## src/rtl/tag_mem_array.sv

```systemverilog
// Tag memory storage responder: EPC, sensor1 and sensor2 banks behind
// the precharge/sense/write handshake, one-cycle registered read data.
module tag_mem_array #(
  parameter int DATA_W = 16,
  parameter int ADDR_W = 6,
  parameter int DEPTH  = 64
) (
  input  logic              clk,
  input  logic              reset_n,
  input  logic              PC_B,
  input  logic              SE,
  input  logic              WE,
  input  logic [1:0]        RorW,
  input  logic [2:0]        mem_sel,
  input  logic [ADDR_W-1:0] mem_address,
  input  logic [DATA_W-1:0] mem_data_out,
  output logic [DATA_W-1:0] mem_read_in,
  output logic              read_valid,
  output logic              mem_busy,
  output logic              mem_err
);

  typedef enum logic [1:0] {
    IDLE,
    PRE,
    RD,
    WR
  } state_t;

  state_t state;

  logic [ADDR_W-1:0] a_lat;
  logic [2:0]        b_lat;

  logic [DATA_W-1:0] epc [DEPTH];
  logic [DATA_W-1:0] sen1 [DEPTH];
  logic [DATA_W-1:0] sen2 [DEPTH];

  logic              is_read;
  logic              is_write;
  logic              addr_ok;
  logic              access_ok;
  logic              restart;
  logic              wr_en;
  logic [DATA_W-1:0] rd_data;

  assign is_read  = (RorW == 2'b01);
  assign is_write = (RorW == 2'b10);
  assign addr_ok  = {{(32-ADDR_W){1'b0}}, mem_address} < 32'(DEPTH);
  assign access_ok = $onehot(mem_sel) && addr_ok;

  // WR is the only state that ignores a new precharge
  assign restart = !PC_B && (state != WR);

  assign wr_en = (state == PRE) && PC_B && WE && !SE && is_write;

  assign mem_busy = (state != IDLE);

  // Read data is fetched with the live address so it lands on the latch edge
  always_comb begin
    rd_data = '0;
    case (mem_sel)
      3'b001:  rd_data = epc[mem_address];
      3'b010:  rd_data = sen1[mem_address];
      3'b100:  rd_data = sen2[mem_address];
      default: rd_data = '0;
    endcase
  end

  always_ff @(posedge clk) begin
    if (wr_en) begin
      case (b_lat)
        3'b001:  epc[a_lat]  <= mem_data_out;
        3'b010:  sen1[a_lat] <= mem_data_out;
        3'b100:  sen2[a_lat] <= mem_data_out;
        default: ;
      endcase
    end
  end

  always_ff @(posedge clk or negedge reset_n) begin
    if (!reset_n) begin
      state       <= IDLE;
      a_lat       <= '0;
      b_lat       <= '0;
      mem_read_in <= '0;
      read_valid  <= 1'b0;
      mem_err     <= 1'b0;
    end else if (restart) begin
      a_lat <= mem_address;
      b_lat <= mem_sel;
      if (!access_ok) begin
        mem_err    <= 1'b1;
        read_valid <= 1'b0;
        state      <= IDLE;
      end else begin
        mem_err    <= 1'b0;
        read_valid <= is_read;
        state      <= PRE;
        if (is_read)
          mem_read_in <= rd_data;
      end
    end else begin
      case (state)
        PRE: begin
          if (WE && SE) begin
            mem_err    <= 1'b1;
            read_valid <= 1'b0;
            state      <= IDLE;
          end else if (WE && is_write) begin
            state <= WR;
          end else if (SE && is_read) begin
            state <= RD;
          end
        end
        RD: begin
          if (!SE) begin
            read_valid <= 1'b0;
            state      <= IDLE;
          end
        end
        WR: begin
          if (!WE)
            state <= IDLE;
        end
        default: state <= IDLE;
      endcase
    end
  end

endmodule

```

## config.mk

```make
export PLATFORM = sky130hd
export DESIGN_NAME = tag_mem_array
export DESIGN_NICKNAME = d
export VERILOG_FILES = /design/src/rtl/tag_mem_array.sv
export SDC_FILE = /design/constraint.sdc
export NUM_CORES = 2
export LEC_CHECK = 0
export ABC_CLOCK_PERIOD_IN_PS = 6990
export BUFFER_PORTS_ARGS = -buffer_cell sky130_fd_sc_hd__buf_4
export CAP_MARGIN = 30
export CORE_ASPECT_RATIO = 0.6
export CORE_MARGIN = 2
export CORE_UTILIZATION = 50
export CTS_BUF_LIST = sky130_fd_sc_hd__clkbuf_8
export CTS_CLUSTER_DIAMETER = 200
export CTS_CLUSTER_SIZE = 12
export DETAILED_ROUTE_END_ITERATION = 7
export PLACE_DENSITY = 0.65
export SYNTH_ARGS = -nofsm -noshare
export SYNTH_HDL_FRONTEND = slang
export SYNTH_SLANG_ARGS = --single-unit
export TNS_END_PERCENT = 20
```

## constraint.sdc

```tcl
create_clock -name clk -period 6.99 [get_ports clk]
set_input_delay 0.699 -clock clk [delete_from_list [all_inputs] [get_ports clk]]
set_output_delay 0.699 -clock clk [all_outputs]
set_load 0.05 [all_outputs]
```

### Yosys cells after proc, flatten, opt, wreduce, memory -nomap -nowiden

Memory sizes are Yosys's and may differ from the RTL's.
Index checks and enable logic that the tools add are counted.

| storage, ports and cells | value |
|---|---|
| register bits after elaboration | 29 |
| RAM bits | 3072 |
| output and inout bits | 19 |
| memories kept | 3 |

| operators by class | value |
|---|---|
| add/sub/neg operators | 2 |
| eq/ne operators | 17 |
| multiplexer cells | 27 |
| reduce and logical (&&, ||, !) cells | 18 |

Memory list:

| name | words | bits a word | rd ports | clocked after Yosys merged registers in | write ports | line | text |
|---|---|---|---|---|---|---|---|
| epc | 64 | 16 | 1 | 0 | 1 | 35 | `logic [DATA_W-1:0] epc [DEPTH];` |
| sen1 | 64 | 16 | 1 | 0 | 1 | 36 | `logic [DATA_W-1:0] sen1 [DEPTH];` |
| sen2 | 64 | 16 | 1 | 0 | 1 | 37 | `logic [DATA_W-1:0] sen2 [DEPTH];` |

Operators with widths:

| kind | count |
|---|---|
| $pmux W16 S3 | 1 |
| $mux W1 | 18 |
| $mux W2 | 6 |
| $reduce_and A3 Y1 | 3 |
| $logic_and A1 B1 Y1 | 8 |
| $eq A2 B1 Y1 const B | 3 |
| $eq A2 B2 Y1 const B | 3 |
| $eq A3 B1 Y1 const B | 2 |
| $eq A3 B2 Y1 const B | 2 |
| $eq A3 B3 Y1 const B | 2 |
| $ne A3 B3 Y1 const B | 2 |
| $pmux W2 S3 | 1 |
| $reduce_bool A2 Y1 | 3 |
| $ne A5 B2 Y1 const B | 1 |
| $ne A3 B2 Y1 const B | 1 |
| $reduce_bool A3 Y1 | 1 |
| $add A1 B1 Y2 | 1 |
| $add A2 B1 Y2 | 1 |
| $logic_not A1 Y1 | 2 |
| $ne A2 B2 Y1 const B | 1 |
| $pmux W1 S2 | 1 |
| $reduce_and A2 Y1 | 1 |

### Logic depth before layout (Yosys ltp)

| logic depth | value |
|---|---|
| word-level depth | 7 |
| gate-level depth with buffers | 12 |
| gate-level depth less buffers | 8 |

### Worst setup path before layout

Ideal clock, no wire load.

| path | value |
|---|---|
| kind | input to register |
| start | in RorW[0] |
| end | mem sen1[10][0] (enable) |
| setup time | 388 ps |
| arrival | 2966 ps |
| setup slack | 3636 ps |
| stages | 6 |
| path buffers | 2 |
| cell sequence | nand2b_1 -> or4_1 -> or4b_1 -> clkbuf_1 -> clkbuf_1 -> nor2_1 |

| on the way | value |
|---|---|
| word-level cells in the longest chain between the ends | 4 |

RTL lines:

| what | line | text |
|---|---|---|
| from (decl) | 13 | `input logic [1:0] RorW,` |
| $eq A2 B2 Y1 | 48 | `assign is_write = (RorW == 2'b10);` |
| $logic_and A1 B1 Y1 | 55 | `assign wr_en = (state == PRE) && PC_B && WE && !SE && is_write;` |
| $mux W1 | 71 | `if (wr_en) begin` |
| $mux W1 (implied by the code) | 74 | `3'b010: sen1[a_lat] <= mem_data_out;` |
| to (decl) | 36 |  |

Every way passes these cells.

### Worst setup path in the final report

| path | value |
|---|---|
| start | in mem_address[1] |
| end | reg mem_read_in[5] |

| on the way | value |
|---|---|
| word-level cells in the longest chain between the ends | 2 |
| elaborated cells on any way between the ends | 4 |
| those cells by class | 1 x mux; 3 x memory |

RTL lines:

| what | line | text |
|---|---|---|
| from (decl) | 15 | `input logic [ADDR_W-1:0] mem_address,` |
| $mem_v2 Z64 W16 (on tied branches) | n/a |  |
| $pmux W16 S3 * | 62 | `case (mem_sel)` |
| to (signal assigned) | 101 | `mem_read_in <= rd_data;` |
| to (decl) | 17 | `output logic [DATA_W-1:0] mem_read_in,` |

Every way passes the cells marked *; elsewhere a longest branch is shown, timed or not.
A chain may end at the register's enable or synchronous reset.

==> flow_metrics.tcl <==
set metrics [dict create \
    final_period_minus_worst_setup_slack_ns 3.911 \
    drt-wirelength-per-cell_um 38.82 \
    cp-endpoint "mem_read_in[5]" \
    initial_utilization_pct 50.46 \
    grt_antenna_before_repair 13 \
    postSynthAreaPerCell_um2 22.61 \
    numCtsBuffers 300 \
    holdPathStages 3 \
    reg2reg_depth 8 \
    tritoncts "done" \
    synthesis.yosys.warnings 0 \
    clock_tree.root_cell "sky130_fd_sc_hd__clkbuf_8" \
    holdBufCountCts 4 \
    worstPathRequired_ns 7.93 \
    maxSlewHeadroom_pct 18.71 \
    clkSlewWorstSetupHoldPaths_ns 0.09 \
    timing.reg2reg.setup_slack_ns 3.37 \
    final-max-slew-violation-count 0 \
    htreeDepth 5 \
    grt_use_total_pct 28.60 \
    share_seq_of_total_power_pct 62.7 \
    dp_hpwl_mm 215.6 \
    maxClockFrequency_mhz 255.7 \
    final_cell_count_no_fill 8912 \
    floorplan.die_area_um2 242800 \
    cellLeakagePower_nw 40.12 \
    vdd.ir_drop.worst_v 0.0001775 \
    grt_start_max_net_pins 114 \
    synthToLayoutAreaGrowth_pct 9.402 \
    synthMostInstantiatedCell "sky130_fd_sc_hd__edfxtp_1" \
    drive_gt1_share_pct 29.93 \
    synth_compound_area_share_pct 1.654 \
    die_w_um 634.8 \
    clk_path_buf_depth 4 \
    ys_async_sr_fraction_pct 0.9352 \
    timing.final.setup_violations 0 \
    vias_after_detailed_routing 60570 \
    grt.overflow.total 0 \
    synth_area_leader_cell "sky130_fd_sc_hd__edfxtp_1" \
    worstPathArrival_ns 4.86 \
    clock_power_share_pct 30.5 \
    setup_tns_ns 0 \
    min_path_type "in -> reg" \
    status "finished clean" \
    dp.cells 8508 \
    io_buffers 50 \
    final_hold_viol_count 0 \
    yosys_most_used_dff "sky130_fd_sc_hd__edfxtp_1" \
    timing.critical_path.fanout_max 64 \
    power_switching_mw 7.591 \
    drt_pre_antenna_iters 7 \
    crit_path_end_kind "flop" \
    post-route-drc-count 0 \
    main_combinational_cell_family_by_area_after_synthesis "multiplexers" \
    critical_path.startpoint "mem_address[1]" \
    fillCellCount 17417 \
    synth.ff_latch_count 3101 \
    maximum_clock_skew_at_final_layout_ns 0.07481 \
    synth-xor-area-share_pct 0 \
    synthesis.area_um2 119400 \
    power_switching_share_pct 23.16 \
    synth_mux_area_share_pct 16.85 \
    timing.critical_path.depth 9 \
    cts_repair_resizes 0 \
    area_after_detailed_placement_um2 125700 \
    timing.critical_path.cells "buf_8 > inv_4 > buf_12 > and2_1 > a211oi_1 > a31oi_1 > o21ai_0 > a211oi_1 > o32a_1" \
    timing.critical_path.buf_inv 3 \
    synth-adder-area-share_pct 0.01677 \
    finalCritPeriodShare_pct 55.96 \
    synth-simple-area-share_pct 2.238 \
    cts_setup_buffers 0 \
    synth.top_cells.by_count "sky130_fd_sc_hd__edfxtp_1, sky130_fd_sc_hd__mux4_2, sky130_fd_sc_hd__nor2_1" \
    start_kind "primary input" \
    critical_path_class "in -> reg" \
    critical-path-top-delay-family "compound AO/OA/AOI/OAI gates" \
    die_y_um 382.5 \
    route.final.wire_length_mm 346.0 \
    vias_in_the_first_global_route 57345 \
    clock_insertion_delay_worst_skew_ns 1.00 \
    placeableCoreArea_um2 236600 \
    finalInstanceArea_um2 130600 \
    gp_congestion 0.9351 \
    cellPowerDensity_nw_per_um2 250.9 \
    synth_sequential_area_ratio_pct 77.89 \
    hold_ws_ns 0.05829 \
    timing.critical_path.slowest_stage_cell "sky130_fd_sc_hd__a31oi_1" \
    critical_path.max_stage_delay_ns 0.75 \
    cts_sinks 3101 \
    ant_nets 0 \
    synthDistinctLibCells 62 \
    first_iter_violations 12149 \
    yosys-top-cells-area "sky130_fd_sc_hd__edfxtp_1, sky130_fd_sc_hd__mux4_2, sky130_fd_sc_hd__mux2i_1" \
    internal-power_mw 25.18 \
    synth_edf_count 3072 \
    crit_path_frequent_cell "sky130_fd_sc_hd__a211oi_1" \
    rows 138 \
    syn_nets 5313 \
    design.final.nets 5710 \
    tightestPinTransition_ns 1.189 \
    io_pins 51 \
    drt-vias-per-instance 6.796 \
    maxCapViolations 0 \
    worstReg2RegEnd "epc[29][4]" \
    grt_first_pass_wirelength_mm 474.4 \
    final_core_util_pct 55.21 \
    syn_inst 5280 \
    combPwrFrac_pct 6.8 \
    reg2reg_from "state[1]" \
    synthDominantCellAreaShare_pct 77.28 \
    grt_setup_unrepaired "no" \
]
## tightest hold or removal path, delay by kind of cell
kind                   cells  cell delay [ns]
buffers and inverters      1             0.12
AOI/OAI and AO/OA          2             0.19
## worst min path at each step
stage               startpoint    endpoint  slack [ns]
finish                      SE  read_valid        0.06
CTS                         SE  read_valid       0.003
detailed placement     mem_err     mem_err        0.51
global placement       mem_err     mem_err        0.48
global route                SE  read_valid        0.08
floorplan              reset_n    a_lat[0]        0.40
## cell usage in the layout, fill, tap and decap left out, types with 8 or more instances in the layout
cell type                   instances
sky130_fd_sc_hd__a211oi_1          19
sky130_fd_sc_hd__a21oi_1           46
sky130_fd_sc_hd__a221oi_1          11
sky130_fd_sc_hd__a22oi_1           35
sky130_fd_sc_hd__a31oi_1           14
sky130_fd_sc_hd__a32oi_1           16
sky130_fd_sc_hd__and2_1            13
sky130_fd_sc_hd__and3_1             8
sky130_fd_sc_hd__buf_12            21
sky130_fd_sc_hd__buf_16            17
sky130_fd_sc_hd__buf_4            299
sky130_fd_sc_hd__buf_6             20
sky130_fd_sc_hd__buf_8             28
sky130_fd_sc_hd__clkbuf_8         310
sky130_fd_sc_hd__dfrtp_1           29
sky130_fd_sc_hd__diode_2            8
sky130_fd_sc_hd__edfxtp_1        3072
sky130_fd_sc_hd__inv_1             66
sky130_fd_sc_hd__mux2_2            16
sky130_fd_sc_hd__mux2i_1          106
sky130_fd_sc_hd__mux4_2           838
sky130_fd_sc_hd__nand2_1          230
sky130_fd_sc_hd__nand2b_1           9
sky130_fd_sc_hd__nand3_1           47
sky130_fd_sc_hd__nand4_1           14
sky130_fd_sc_hd__nor2_1           107
sky130_fd_sc_hd__nor2_2           136
sky130_fd_sc_hd__nor3_1            16
sky130_fd_sc_hd__o2111ai_1          8
sky130_fd_sc_hd__o21ai_0           26
sky130_fd_sc_hd__o21ai_1           14
sky130_fd_sc_hd__o221ai_1          11
sky130_fd_sc_hd__o22ai_1           40
## routing by layer
layer	share of wire [%]	vias up	track usage, %
met5	0.011	-	0
met1	40	32428	44.55
met2	40	4696	36.96
met4	2.9	6	7.856
li1	-	22891	-
met3	17	549	11.68
## stage by stage
step / setup WS, ns / power (mW)
2_1_floorplan: 3.636 / 22.01
3_3_place_gp: 2.143 / 23.10
3_5_place_dp: 2.282 / 23.14
4_1_cts: 3.367 / 32.81
5_1_grt: 3.024 / 33.60
6_report: 3.079 / 32.77
## logic make-up after synthesis
group	after synthesis
DFF	3101
muxes	960
adders and majority gates	1
and+or+nand+nor	626
AOI/OAI and AO/OA	285
buffers and inverters	307
## sequential cells by signal, indices dropped and copies added (netlist names)
| register | flops |
|---|---|
| epc | 1024 |
| sen1 | 1024 |
| sen2 | 1024 |
| mem_read_in | 16 |
| a_lat | 6 |
| b_lat | 3 |
| state | 2 |
| mem_err | 1 |
| read_valid | 1 |
## layout make-up
cell class | count | area [um2] | share of cell area (%)
inverters | 10 | 50.05 | 0.03832
well taps | 3150 | 3941 | 3.018
diodes | 8 | 20.02 | 0.01533
clock buffers | 310 | 4267 | 3.267
clock inverters | 69 | 297.8 | 0.2280
multi-input cells | 1872 | 25210 | 19.30
repair buffers | 392 | 3834 | 2.936
flip-flops and latches | 3101 | 92970 | 71.19
## power groups by stage
stage               combinational [mW]  sequential [mW]  clock [mW]
floorplan                         1.00             21.0           0
global placement                  2.13             21.0           0
detailed placement                2.16             21.0           0
CTS                               2.17             20.5        10.1
global route                      2.31             20.5        10.7
finish                            2.23             20.5        9.99
Power figures use the tool's default switching activity.
